<file path="src/rtl/asi_reg32_bank.sv">
// Register-bank responder for the 32-bit register channels of the ASI 128-to-32 bridge.
// Holds ID/CTRL/STATUS/IRQ/scratch registers, with strobed writes and a registered read response.
module asi_reg32_bank #(
  parameter int unsigned            AXI_SW   = 3,
  parameter int unsigned            REG_AW   = 20,
  parameter int unsigned            REG_DW   = 32,
  localparam int unsigned           L        = $clog2(REG_DW / 8),
  parameter int unsigned            NREG     = 16,
  parameter int unsigned            NIRQ     = 8,
  parameter logic [REG_DW-1:0]      ID_VALUE = 32'h0A51_0001
) (
  input  logic                       clk,
  input  logic                       rst_n,
  input  logic [AXI_SW-1:0]          s_wsize,
  input  logic [REG_AW-1:L]          s_waddr,
  input  logic [REG_DW-1:0]          s_wdata,
  input  logic [REG_DW/8-1:0]        s_wstrb,
  input  logic                       s_wlast,
  input  logic                       s_wvalid,
  output logic                       s_wready,
  output logic                       s_werr,
  input  logic [AXI_SW-1:0]          s_rsize,
  input  logic [REG_AW-1:L]          s_raddr,
  input  logic                       s_rvalid,
  output logic [REG_DW-1:0]          s_rdata,
  output logic                       s_rready,
  output logic                       s_rerr,
  output logic [REG_DW-1:0]          cfg_ctrl,
  output logic                       cfg_start,
  output logic [(NREG-5)*REG_DW-1:0] cfg_scratch,
  input  logic [REG_DW-1:0]          sts_i,
  input  logic [NIRQ-1:0]            irq_evt,
  output logic                       irq
);

  localparam int unsigned NB  = REG_DW / 8;
  localparam int unsigned WAW = REG_AW - L;

  typedef enum logic [0:0] {StIdle, StResp} rd_state_e;

  rd_state_e         state_q, state_d;
  logic              wready_q, werr_q, start_q, start_d, irq_q;
  logic [REG_DW-1:0] rdata_q, rdata_d;
  logic              rerr_q, rerr_d;
  logic [REG_DW-1:0] ctrl_q, ctrl_d;
  logic [NIRQ-1:0]   irq_stat_q, irq_stat_d, irq_en_q, irq_en_d, irq_clr;
  logic [REG_DW-1:0] scratch_q [NREG-5];
  logic [REG_DW-1:0] scratch_d [NREG-5];

  logic              wr_fire, wr_err, wr_ok, rd_err;
  logic [NREG-1:0]   wr_sel;
  logic [REG_DW-1:0] wmask, rd_word;
  logic [REG_DW-1:0] rd_view [NREG];

  // Burst framing carries no meaning for single-word register accesses.
  logic unused_wlast;
  assign unused_wlast = s_wlast;

  function automatic logic [REG_DW-1:0] merge(input logic [REG_DW-1:0] old_val,
                                               input logic [REG_DW-1:0] new_val,
                                               input logic [REG_DW-1:0] mask);
    return (old_val & ~mask) | (new_val & mask);
  endfunction

  assign wr_fire = s_wvalid & wready_q;
  assign wr_err  = (s_wsize != AXI_SW'(L)) || (s_waddr >= WAW'(NREG));
  assign wr_ok   = wr_fire & ~wr_err;
  assign rd_err  = (s_rsize != AXI_SW'(L)) || (s_raddr >= WAW'(NREG));

  always_comb begin
    wmask  = '0;
    wr_sel = '0;
    for (int k = 0; k < NB; k++) wmask[k*8 +: 8] = {8{s_wstrb[k]}};
    for (int i = 0; i < NREG; i++) wr_sel[i] = wr_ok && (s_waddr == WAW'(i));
  end

  // Next state of the storage registers; ID and STATUS have no storage, so writes there vanish.
  always_comb begin
    ctrl_d    = ctrl_q;
    irq_en_d  = irq_en_q;
    scratch_d = scratch_q;
    start_d   = 1'b0;
    irq_clr   = '0;
    if (wr_sel[1]) begin
      ctrl_d    = merge(ctrl_q, s_wdata, wmask);
      ctrl_d[0] = 1'b0;
      start_d   = s_wstrb[0] & s_wdata[0];
    end
    if (wr_sel[3]) irq_clr = s_wdata[NIRQ-1:0] & wmask[NIRQ-1:0];
    if (wr_sel[4]) begin
      irq_en_d = (irq_en_q & ~wmask[NIRQ-1:0]) | (s_wdata[NIRQ-1:0] & wmask[NIRQ-1:0]);
    end
    for (int i = 5; i < NREG; i++) begin
      if (wr_sel[i]) scratch_d[i-5] = merge(scratch_q[i-5], s_wdata, wmask);
    end
    // New events override a same-cycle clear.
    irq_stat_d = (irq_stat_q & ~irq_clr) | irq_evt;
  end

  always_comb begin
    rd_view[0] = ID_VALUE;
    rd_view[1] = ctrl_q;
    rd_view[2] = sts_i;
    rd_view[3] = REG_DW'(irq_stat_q);
    rd_view[4] = REG_DW'(irq_en_q);
    for (int i = 5; i < NREG; i++) rd_view[i] = scratch_q[i-5];
    rd_word = '0;
    for (int i = 0; i < NREG; i++) begin
      if (s_raddr == WAW'(i)) rd_word = rd_view[i];
    end
  end

  // Read data is captured from pre-write state, so a same-cycle write is not visible.
  always_comb begin
    state_d = state_q;
    rdata_d = rdata_q;
    rerr_d  = rerr_q;
    unique case (state_q)
      StIdle: begin
        if (s_rvalid) begin
          state_d = StResp;
          rdata_d = rd_err ? '0 : rd_word;
          rerr_d  = rd_err;
        end
      end
      StResp: state_d = StIdle;
    endcase
  end

  always_ff @(posedge clk) begin
    if (!rst_n) begin
      state_q    <= StIdle;
      wready_q   <= 1'b0;
      werr_q     <= 1'b0;
      start_q    <= 1'b0;
      irq_q      <= 1'b0;
      rdata_q    <= '0;
      rerr_q     <= 1'b0;
      ctrl_q     <= '0;
      irq_stat_q <= '0;
      irq_en_q   <= '0;
      scratch_q  <= '{default: '0};
    end else begin
      state_q    <= state_d;
      wready_q   <= 1'b1;
      werr_q     <= wr_fire & wr_err;
      start_q    <= start_d;
      irq_q      <= |(irq_stat_q & irq_en_q);
      rdata_q    <= rdata_d;
      rerr_q     <= rerr_d;
      ctrl_q     <= ctrl_d;
      irq_stat_q <= irq_stat_d;
      irq_en_q   <= irq_en_d;
      scratch_q  <= scratch_d;
    end
  end

  assign s_wready  = wready_q;
  assign s_werr    = werr_q;
  assign s_rready  = (state_q == StResp);
  assign s_rdata   = rdata_q;
  assign s_rerr    = rerr_q & s_rready;
  assign cfg_ctrl  = ctrl_q;
  assign cfg_start = start_q;
  assign irq       = irq_q;

  for (genvar g = 0; g < NREG - 5; g++) begin : g_scratch
    assign cfg_scratch[g*REG_DW +: REG_DW] = scratch_q[g];
  end

endmodule

</file>
<file path="config.mk">
export PLATFORM = sky130hd
export DESIGN_NAME = asi_reg32_bank
export DESIGN_NICKNAME = d
export VERILOG_FILES = /design/src/rtl/asi_reg32_bank.sv
export SDC_FILE = /design/constraint.sdc
export NUM_CORES = 1
export LEC_CHECK = 0
export CAP_MARGIN = 5
export CORE_MARGIN = 2
export CORE_UTILIZATION = 45
export CTS_CLUSTER_DIAMETER = 150
export CTS_CLUSTER_SIZE = 25
export DETAILED_ROUTE_END_ITERATION = 10
export PLACE_DENSITY = 0.73
export SLEW_MARGIN = 30
export SYNTH_ARGS = -nofsm -noshare
export SYNTH_HDL_FRONTEND = slang
export SYNTH_SLANG_ARGS = --single-unit
</file>
<file path="constraint.sdc">
create_clock -name clk -period 3.45 [get_ports clk]
set_input_delay 0.5175 -clock clk [delete_from_list [all_inputs] [get_ports clk]]
set_output_delay 0.5175 -clock clk [all_outputs]
set_load 0.02 [all_outputs]
</file>
==> metrics.md, run 1 <==
| Metric | Value |
|---|---|
| RSZ-0062 raised after global routing | no |
| Dpl hpwl | 71550 µm |
| Clock slew at reported path FFs | 100 ps |
| Max incr delay on CP | 700 ps |
| Setup slack, reg-to-reg | 1190 ps |
| I/O pin count | 545 |
| CP top delay family | simple AND/OR/NAND/NOR gates |
| Final net count | 3236 |
| Switching portion of total power | 0.2424 |
| Starting Density | 0.4570 |
| Wire per inst | 26.09 µm |
| CP dominant cell by count | buf_4 |
| CTS tree | built |
| Placed Instance Area | 0.02588 mm² |
| Max Slew Vio Count | 0 |
| Routed WL | 95290 µm |
| Sw Pwr | 2.030 mW |
| H-tree depth | 1 |
| Setup TNS | 0 ps |
| Synth Area in Adders | 0 |
| YS warnings | 0 |
| Largest net degree at the start of global routing | 107 |
| CTS buffer count | 21 |
| Initial DRT Pass Iterations | 8 |
| Tot Pwr | 8.374 mW |
| Vias | 22700 |
| Initial antenna violation count | 2 |
| Worst-Margin Slew | 968.5 ps |
| Count leader, synth | nand2_1 |
| Proportion of layout cells with a drive suffix above 1 | 0.06652 |
| Clk_lat worst skew | 560 ps |
| Detailed-route DRC error count | 0 |
| Max IR drop VDD | 0.3041 mV |
| Core Area | 0.04213 mm² |
| Buffer count from post-CTS setup fixing | 0 |
| Max-Cap Viols | 0 |
| First-pass GRT wire length | 138700 µm |
| Netlist cell types | 66 |
| Fin crit period | 3294 ps |
| Simple-gate area share of the yosys netlist | 0.2603 |
| Clk_skew | 24.81 ps |
| Fin util | 0.6271 |
| Worst Path Arrival | 3730 ps |
| Grt total ovfl | 0 |
| Synth top area cells | dfxtp_1 45%, nand2_1 18%, a21oi_1 12% |
| Die height | 210.9 µm |
| Commonest cells post-synth | 908 x nand2_1, 467 x a21oi_1, 437 x dfxtp_1 |
| Post-synth EDFFs | 0 |
| Seq/Total Area, Yosys | 0.4543 |
| Hold Path Class | reg2reg |
| Gr usage total | 0.4133 |
| Syn Area/Cell | 7.392 µm² |
| Routability Congestion | 0.9872 |
| Area taken by multi-input logic gates | 0.009707 mm² |
| Worst-case reg-to-reg path depth | 9 |
| Int Power | 6.344 mW |
| Initial drt markers | 3142 |
| Rel. slew slack | 0.3523 |
| Comb power frac | 0.063 |
| Die W | 210.9 µm |
| CTS hold repair buffers | 0 |
| Critical path class | in2reg |
| Final setup viols | 0 |
| Fin crit share | 0.9548 |
| Longest Clk Path Bufs | 3 |
| Status | finished clean |
| Syn nets | 2728 |
| Fin. Hold Viols | 0 |
| Worst hold margin | 478.2 ps |
| Synth Area in Compound Gates | 0.2327 |
| Power Density | 316.9 mW/mm² |
| CTS resizes | 0 |
| Post-Synth XOR/XNOR Area | 0 |
| Top-area cell type share of the netlist area | 0.4543 |
| CTS root buf | clkbuf_16 |
| Area of the mapped netlist | 0.01926 mm² |
| R2r startpoint | s_wready |
| Vias per cell | 6.216 |
| Share of power burned in registers | 0.604 |
| Area Growth Syn to Fin | 37.21% |
| CP Data Required Time | 3890 ps |
| CP Buf/Inv Count | 3 |
| Ys async rst share | 0 |
| Largest family of logic cells by synthesized area | simple AND/OR/NAND/NOR gates |
| Mux cell area share after synthesis | 0.007342 |
| # fillers | 3739 |
| Hold Crit Depth | 2 |
| # rows | 75 |
| CP cell instances | clkdlybuf4s50_1 -> or4_1 -> nor4_4 -> nand3_1 -> buf_4 -> o21ai_0 -> a21oi_1 -> a2111oi_0 -> buf_4 -> o31ai_1 |
| Startpoint Class | input port |
| Cells after Synth | 2605 |
| Die ar. | 0.04446 mm² |
| Clock share of power | 0.332 |
| CP Max Fanout | 4 |
| FF/Latch Area | 0.008748 mm² |
| CP Capture Type | flop |
| Vias in the first global route | 21490 |
| Register bit count reported by yosys | 437 |
| Fmax | 303.6 MHz |
| Dominant synthesized flop cell | dfxtp_1 |
| IO Port Bufs | 542 |
| Design area | 0.02642 mm² |
| Clock sinks | 437 |
| Slowest stage cell, crit path | a2111oi_0 |
| Leak | 8.586 nW |
| DRT antenna net count | 0 |
| Post-synth top area cell | dfxtp_1 |
==> routing by layer <==
metal / global-route usage / vias to the layer above / wire (µm)
met5: 0 / - / 0
met4: 0.2283 / 0 / 6141
met3: 0.08400 / 309 / 11470
met2: 0.6601 / 1716 / 42830
met1: 0.5243 / 10680 / 34860
li1: - / 9993 / -
==> placed cells by master, fill, tap and decap left out, types with 41 or more instances in the layout <==
cell / Yosys / layout
dfxtp_1: 437 / 437
o21ai_0: 56 / 56
buf_4: 3 / 132
clkdlybuf4s50_1: 0 / 541
a21oi_1: 467 / 467
nor2_1: 95 / 89
a22oi_1: 48 / 48
a221oi_1: 41 / 41
nand2_1: 908 / 908
and2_1: 50 / 50
==> cell families after synthesis <==
| kind of cell | Yosys count |
|---|---|
| AND/OR/NAND/NOR | 1187 |
| buffers and inverters | 212 |
| AO/OA/AOI/OAI | 754 |
| other | 1 |
| flip-flops | 437 |
| multiplexers | 14 |
==> power groups by stage <==
stage	Sequential [mW]	Clock, mW	Combinational, mW
floorplan	5.17	0	0.198
global placement	5.18	0	0.505
detailed placement	5.18	0	0.509
CTS	5.06	2.78	0.509
global route	5.06	2.94	0.543
finish	5.06	2.78	0.530
==> worst max-delay path by stage <==
stage | from | end | slack, ps | depth (start not counted)
floorplan | s_raddr[19] | s_rdata[21] | 770 | 10
finish | s_raddr[9] | s_rdata[11] | 160 | 10
detailed placement | s_raddr[9] | s_rdata[11] | -310 | 10
CTS | s_raddr[9] | s_rdata[11] | 250 | 10
global route | s_raddr[9] | s_rdata[11] | 30 | 10
global placement | s_raddr[9] | s_rdata[11] | -240 | 10
==> metrics by stage <==
stage               setup slack [ps]  instances
detailed placement            -313.4       3629
finish                         155.9       3652
CTS                            249.9       3651
global route                   33.89       3652
global placement              -243.2       3629
floorplan                      770.0       2605
==> area by class of cell <==
cell class	instances	area share
clock inverters	1	0.0006156
multi-input cells	1956	0.3674
diodes	1	0.00009471
well taps	539	0.02552
clock buffers	21	0.01989
repair buffers	689	0.2540
inverters	8	0.001421
flip-flops and latches	437	0.3311
==> worst min-delay path, stage by stage (launching register included) <==
cell	delay, ps
dfxtp_1	340
nand2_1	50
a21oi_1	50
Power figures use the tool's default switching activity.
==> run 2: changes to the inputs <==
--- a/config.mk
+++ b/config.mk
@@ -5,12 +5,14 @@
 export SDC_FILE = /design/constraint.sdc
 export NUM_CORES = 1
 export LEC_CHECK = 0
+export ABC_AREA = 1
 export CAP_MARGIN = 5
 export CORE_MARGIN = 2
 export CORE_UTILIZATION = 45
 export CTS_CLUSTER_DIAMETER = 150
 export CTS_CLUSTER_SIZE = 25
 export DETAILED_ROUTE_END_ITERATION = 10
+export MAX_ROUTING_LAYER = met4
 export PLACE_DENSITY = 0.73
 export SLEW_MARGIN = 30
 export SYNTH_ARGS = -nofsm -noshare
==> metrics.md, run 2 <==
| Metric | Value |
|---|---|
| Status | finished clean |
| Rel. slew slack | 0.3914 (+0.03912) |
| Proportion of layout cells with a drive suffix above 1 | 0.04746 (-0.01906) |
| Detailed-route DRC error count | 0 (unchanged) |
| Initial drt markers | 2045 (-35%) |
| Clk_lat worst skew | 570 ps (about the same) |
| FF/Latch Area | 0.008748 mm² (unchanged) |
| IO Port Bufs | 542 (unchanged) |
| Leak | 9.031 nW (+5.2%) |
| Die W | 212.7 µm (+0.85%) |
| Vias per cell | 5.569 (-10%) |
| Final setup viols | 0 (unchanged) |
| Initial antenna violation count | 3 (+1) |
| H-tree depth | 1 (unchanged) |
| CTS resizes | 0 (unchanged) |
| Grt total ovfl | 0 (unchanged) |
| Syn Area/Cell | 7.204 µm² (-2.6%) |
| CTS hold repair buffers | 0 (unchanged) |
| Area taken by multi-input logic gates | 0.008760 mm² (-9.8%) |
| Area Growth Syn to Fin | 34.15% |
| Final net count | 3326 (+2.8%) |
| Gr usage total | 0.3902 (-0.02316) |
| Synth top area cells | dfxtp_1 45%, a211oi_1 8.6%, nor2_1 8.0% |
| Fin crit period | 3071 ps (-222.6 ps) |
| I/O pin count | 545 (unchanged) |
| Wire per inst | 23.43 µm (-10%) |
| Area of the mapped netlist | 0.01959 mm² (+1.7%) |
| CTS tree | built |
| Core Area | 0.04298 mm² (+2.0%) |
| Commonest cells after routing, fill and taps aside | 541 x clkdlybuf4s50_1, 437 x dfxtp_1, 417 x nor2_1 |
| Vias in the first global route | 19780 (-8.0%) |
| Die ar. | 0.04523 mm² (+1.7%) |
| Routability Congestion | 1.021 (+3.4%) |
| Clock sinks | 437 (unchanged) |
| # fillers | 3956 (+5.8%) |
| Setup slack, reg-to-reg | 1100 ps (-90 ps) |
| Register bit count reported by yosys | 437 (unchanged) |
| Ys async rst share | 0 (unchanged) |
| Longest Clk Path Bufs | 3 (unchanged) |
| YS warnings | 0 (unchanged) |
| Fin util | 0.6116 (-0.01556) |
| Clk_skew | 33.37 ps (+8.562 ps) |
| Buffer count from post-CTS setup fixing | 0 (unchanged) |
| Clock slew at reported path FFs | 110 ps (about the same) |
| Fin crit share | 0.8903 (-0.06453) |
| CP Data Required Time | 3880 ps (about the same) |
| Most common cell after layout, fill and taps aside | clkdlybuf4s50_1 |
| Routed WL | 88810 µm (-6.8%) |
| Fin. Hold Viols | 0 (unchanged) |
| Fmax | 325.6 MHz (+7.2%) |
| Vias | 21110 (-7.0%) |
| Die height | 212.7 µm (+0.85%) |
| Max IR drop VDD | 0.2832 mV (-6.9%) |
| CTS buffer count | 21 (unchanged) |
| # rows | 76 (+1.3%) |
| First-pass GRT wire length | 126200 µm (-9.0%) |
| Dpl hpwl | 68030 µm (-4.9%) |
| Dominant synthesized flop cell | dfxtp_1 |
| Commonest cells post-synth | 437 x dfxtp_1, 419 x nor2_1, 378 x inv_1 |
| Worst Path Arrival | 3500 ps (-230 ps) |
| CP Capture Type | flop |
| Critical path class | in2reg |
| Max Slew Vio Count | 0 (unchanged) |
| Startpoint Class | input port |
| Setup TNS | 0 ps (unchanged) |
| CP Max Fanout | 8 (+4) |
| Power Density | 318.0 mW/mm² (+0.34%) |
| Netlist cell types | 36 (-45%) |
| Initial DRT Pass Iterations | 8 (unchanged) |
| Post-synth EDFFs | 0 (unchanged) |
| CTS root buf | clkbuf_16 |
| Count leader, synth | dfxtp_1 |
| Max-Cap Viols | 0 (unchanged) |
| DRT antenna net count | 0 (unchanged) |
| Worst-Margin Slew | 912.8 ps (-55.64 ps) |
| Post-synth top area cell | dfxtp_1 |
| Cells after Synth | 2720 (+4.4%) |
| Largest net degree at the start of global routing | 140 (+31%) |
| RSZ-0062 raised after global routing | no |
| Syn nets | 2843 (+4.2%) |
| Seq/Total Area, Yosys | 0.4465 (-0.007804) |
| Hold Path Class | in2reg |
| Starting Density | 0.4559 (-0.001177) |
| Top-area cell type share of the netlist area | 0.4465 (-0.007804) |
## run 2: kinds of logic after synthesis
group                  count (synthesis)  share of synthesized area
DFF                                  437                     0.4465
and+or+nand+nor                      993                     0.2202
buffers and inverters                537                     0.1070
AOI/OAI and AO/OA                    752                     0.2261
other                                  1                  0.0001914
## run 2: worst paths after layout
kind | startpoint | cells after the start | endpoint
min reg2reg | s_rdata[3] | 2 | s_rdata[3]
max | s_raddr[4] | 13 | s_rdata[16]
min | rst_n | 3 | flop
max reg2reg | s_rready | 8 | s_rdata[16]
## run 2: power breakdown
group / switching [mW] / internal, mW
clock network: 1.69 / 1.11
logic: 0.327 / 0.171
registers: 0.00724 / 5.05
total: 2.02 / 6.33
## run 2: stage by stage
step	setup slack [ps]	area (µm²)	hold slack, ps	total power [mW]	std cells
detailed placement	-65.13	25730	453.2	5.660	3765
CTS	528.8	26280	468.5	8.373	3788
floorplan	1264	19590	443.9	5.363	2720
global placement	102.8	25730	448.1	5.654	3765
finish	378.5	26290	441.6	8.358	3790
global route	160.1	26290	491.8	8.569	3790
## run 2: layer usage
metal | vias to the layer above | wire length [µm] | GRT usage
met1 | 9897 | 32900 | 0.4344
met4 | 0 | 5106 | 0.2021
met5 | - | 0 | -
met2 | 1055 | 42540 | 0.6577
li1 | 9951 | - | -
met3 | 205 | 8270 | 0.08575
## run 2: area by class of cell
class,instances,area share
diodes,2,0.0001904
well taps,585,0.02785
multi-input cells,1746,0.3333
clock buffers,21,0.01999
repair buffers,602,0.2282
inverters,395,0.05674
flip-flops and latches,437,0.3328
clock inverters,2,0.0009520
## run 2: worst max-delay path, stage by stage
cell and delay [ps]:
clkdlybuf4s50_1 450, nor2_1 440, inv_1 200, nor3_1 180, nand4_1 330, o21ai_0 270, nand3_1 130, nand2_1 110
nand4_1 80, nor2_1 90, nand3_1 100, o21ai_0 470, a21oi_1 120
==> run 3: changes to the inputs <==
--- a/config.mk
+++ b/config.mk
@@ -5,7 +5,6 @@
 export SDC_FILE = /design/constraint.sdc
 export NUM_CORES = 1
 export LEC_CHECK = 0
-export ABC_AREA = 1
 export CAP_MARGIN = 5
 export CORE_MARGIN = 2
 export CORE_UTILIZATION = 45
==> metrics.md, run 3 (synthesis results as in run 1) <==
| Metric | Value |
|---|---|
| Final Worst Setup Slack | 318.7 ps (-59.81 ps) |
| Slowest stage cell, crit path | or4_1 |
| Initial antenna violation count | 3 (unchanged) |
| RSZ-0062 raised after global routing | no |
| CP top delay family | simple AND/OR/NAND/NOR gates |
| Dpl hpwl | 72220 µm (+6.2%) |
| Final net count | 3245 (-2.4%) |
| # fillers | 3745 (-5.3%) |
| Worst-Margin Slew | 991.0 ps (+78.17 ps) |
| Hold Path Class | reg2reg |
| CP Data Required Time | 3900 ps (+20 ps) |
| Fmax | 319.4 MHz (-1.9%) |
| Critical path class | in2reg |
| GR peak layer | met2 |
| Met3 usage | 0.09292 (+0.007175) |
| DRT antenna net count | 0 (unchanged) |
| Rel. slew slack | 0.3373 (-0.05418) |
| Clock share of power | 0.336 (about the same) |
| Clk_lat worst skew | 580 ps (about the same) |
| CTS hold repair buffers | 0 (unchanged) |
| Starting Density | 0.4570 (+0.001177) |
| Share of power burned in registers | 0.601 (-0.004) |
| Met2 Usage GRT | 0.6666 (+0.008901) |
| Max Slew Vio Count | 0 (unchanged) |
| Die height | 210.9 µm (-0.85%) |
| CTS root buf | clkbuf_16 |
| Power Density | 317.7 mW/mm² (about the same) |
| CP Buf/Inv Count | 3 (+1) |
| Initial drt markers | 2885 (+41%) |
| CTS tree | built |
| Worst hold margin | 474.1 ps (+32.47 ps) |
| Status | finished clean |
| Max-Cap Viols | 0 (unchanged) |
| Place WS | -185.2 ps (-120.1 ps) |
| CP dominant cell by count | buf_4 |
| Int Power | 6.352 mW (+0.26%) |
| Proportion of layout cells with a drive suffix above 1 | 0.06951 (+0.02205) |
| Max IR drop VDD | 0.3559 mV (+26%) |
| Clk_skew | 32.17 ps (-1.199 ps) |
| Max incr delay on CP | 640 ps (+170 ps) |
| Core Area | 0.04213 mm² (-2.0%) |
| IO Port Bufs | 542 (unchanged) |
| Routability Congestion | 1.003 (-1.8%) |
| Vias per cell | 6.159 (+11%) |
| Startpoint Class | input port |
| Clock sinks | 437 (unchanged) |
| Initial DRT Pass Iterations | 7 (-1) |
| H-tree depth | 1 (unchanged) |
| Longest Clk Path Bufs | 3 (unchanged) |
| Final setup viols | 0 (unchanged) |
| Die W | 210.9 µm (-0.85%) |
| First-pass GRT wire length | 138300 µm (+9.6%) |
| Non-Filler Instances | 3664 (-3.3%) |
| CP Max Fanout | 7 (-1) |
| CP cell instances | clkdlybuf4s50_1 -> or4_1 -> nor4_4 -> nand3_1 -> buf_4 -> o21ai_0 -> a21oi_1 -> a2111oi_0 -> buf_4 -> o31ai_1 |
| # rows | 75 (-1.3%) |
| I/O pin count | 545 (unchanged) |
| Die ar. | 0.04446 mm² (-1.7%) |
| Vias | 22570 (+6.9%) |
| Clock slew at reported path FFs | 100 ps (about the same) |
| Wire per inst | 26.13 µm (+11%) |
| Met1 Track Usage GR | 0.5171 (+0.08264) |
| Switching portion of total power | 0.2460 (+0.003958) |
| CTS resizes | 0 (unchanged) |
| Detailed-route DRC error count | 0 (unchanged) |
| Worst Path Arrival | 3580 ps (+80 ps) |
| Buffer count from post-CTS setup fixing | 0 (unchanged) |
| CP Capture Type | flop |
| Sw Pwr | 2.073 mW (+2.4%) |
| Gr usage total | 0.4264 (+0.03621) |
| Vias in the first global route | 21220 (+7.3%) |
| Leak | 8.628 nW (-4.5%) |
| Area Growth Syn to Fin | 37.70% |
| Post-Place Cells | 3638 (-3.4%) |
| Fin crit period | 3131 ps (+59.81 ps) |
| Most common cell after layout, fill and taps aside | nand2_1 |
| Routed WL | 95730 µm (+7.8%) |
| Fin. Hold Viols | 0 (unchanged) |
| Largest net degree at the start of global routing | 99 (-29%) |
| Commonest cells after routing, fill and taps aside | 908 x nand2_1, 541 x clkdlybuf4s50_1, 467 x a21oi_1 |
| CTS buffer count | 21 (unchanged) |
| Fin crit share | 0.9076 (+0.01734) |
| Comb power frac | 0.063 (+0.003) |
| Grt total ovfl | 0 (unchanged) |
[run 3: cell types whose count changed in the layout (fill, tap and decap cells not counted), moves of 89 or more]
cell,before,now
nand2_1,375,908
nor2_1,417,89
buf_4,51,140
o21ai_0,227,56
a211oi_1,225,9
a21oi_1,261,467
inv_1,378,6
[run 3: area by class of cell]
cell class | count | area, µm² | area share
Antenna cell | 3 | 7.507 | 0.0002831
Multi-Input combinational cell | 1956 | 9707 | 0.3661
Sequential cell | 437 | 8748 | 0.3299
Timing Repair Buffer | 698 | 6792 | 0.2561
Tap cell | 539 | 674.4 | 0.02543
Inverter | 8 | 37.54 | 0.001416
Clock buffer | 21 | 525.5 | 0.01982
Clock inverter | 2 | 25.02 | 0.0009437
[run 3: through the flow]
stage | setup TNS [ps] | utilization | cell area, µm² | power, mW
finish | 0 | 0.6293 | 26520 | 8.424
CTS | 0 | 0.6292 | 26510 | 8.393
global route | 0 | 0.6293 | 26520 | 8.600
detailed placement | -681.9 | 0.6161 | 25960 | 5.687
global placement | -728.3 | 0.6161 | 25960 | 5.682
floorplan | 0 | - | 19260 | 5.372
[run 3: path summary, 6_finish.rpt]
check              from          end  slack, ps  cells past startpoint
min                flop         flop        470                      2
min reg2reg        flop         flop        470                      2
max reg2reg    s_wready         flop       1170                      8
max          s_raddr[9]  s_rdata[31]        320                     10
[run 3: worst register-to-register path: cells and delay by family (launching register included)]
family	cells	cell delay, ps
AOI/OAI and AO/OA	1	210
buffers and inverters	1	230
DFF	1	350
and+or+nand+nor	6	1430
[run 3: power groups by stage]
stage | Clock, mW | Combinational (mW) | Sequential [mW]
floorplan | 0 | 0.198 | 5.17
global placement | 0 | 0.507 | 5.18
detailed placement | 0 | 0.512 | 5.17
CTS | 2.82 | 0.513 | 5.06
global route | 3.00 | 0.542 | 5.06
finish | 2.83 | 0.531 | 5.06
[run 3: routing by layer]
layer,share of wire,vias to the layer above
met4,0.063,0
met1,0.37,10680
met3,0.12,324
li1,-,9993
met5,0,-
met2,0.45,1570
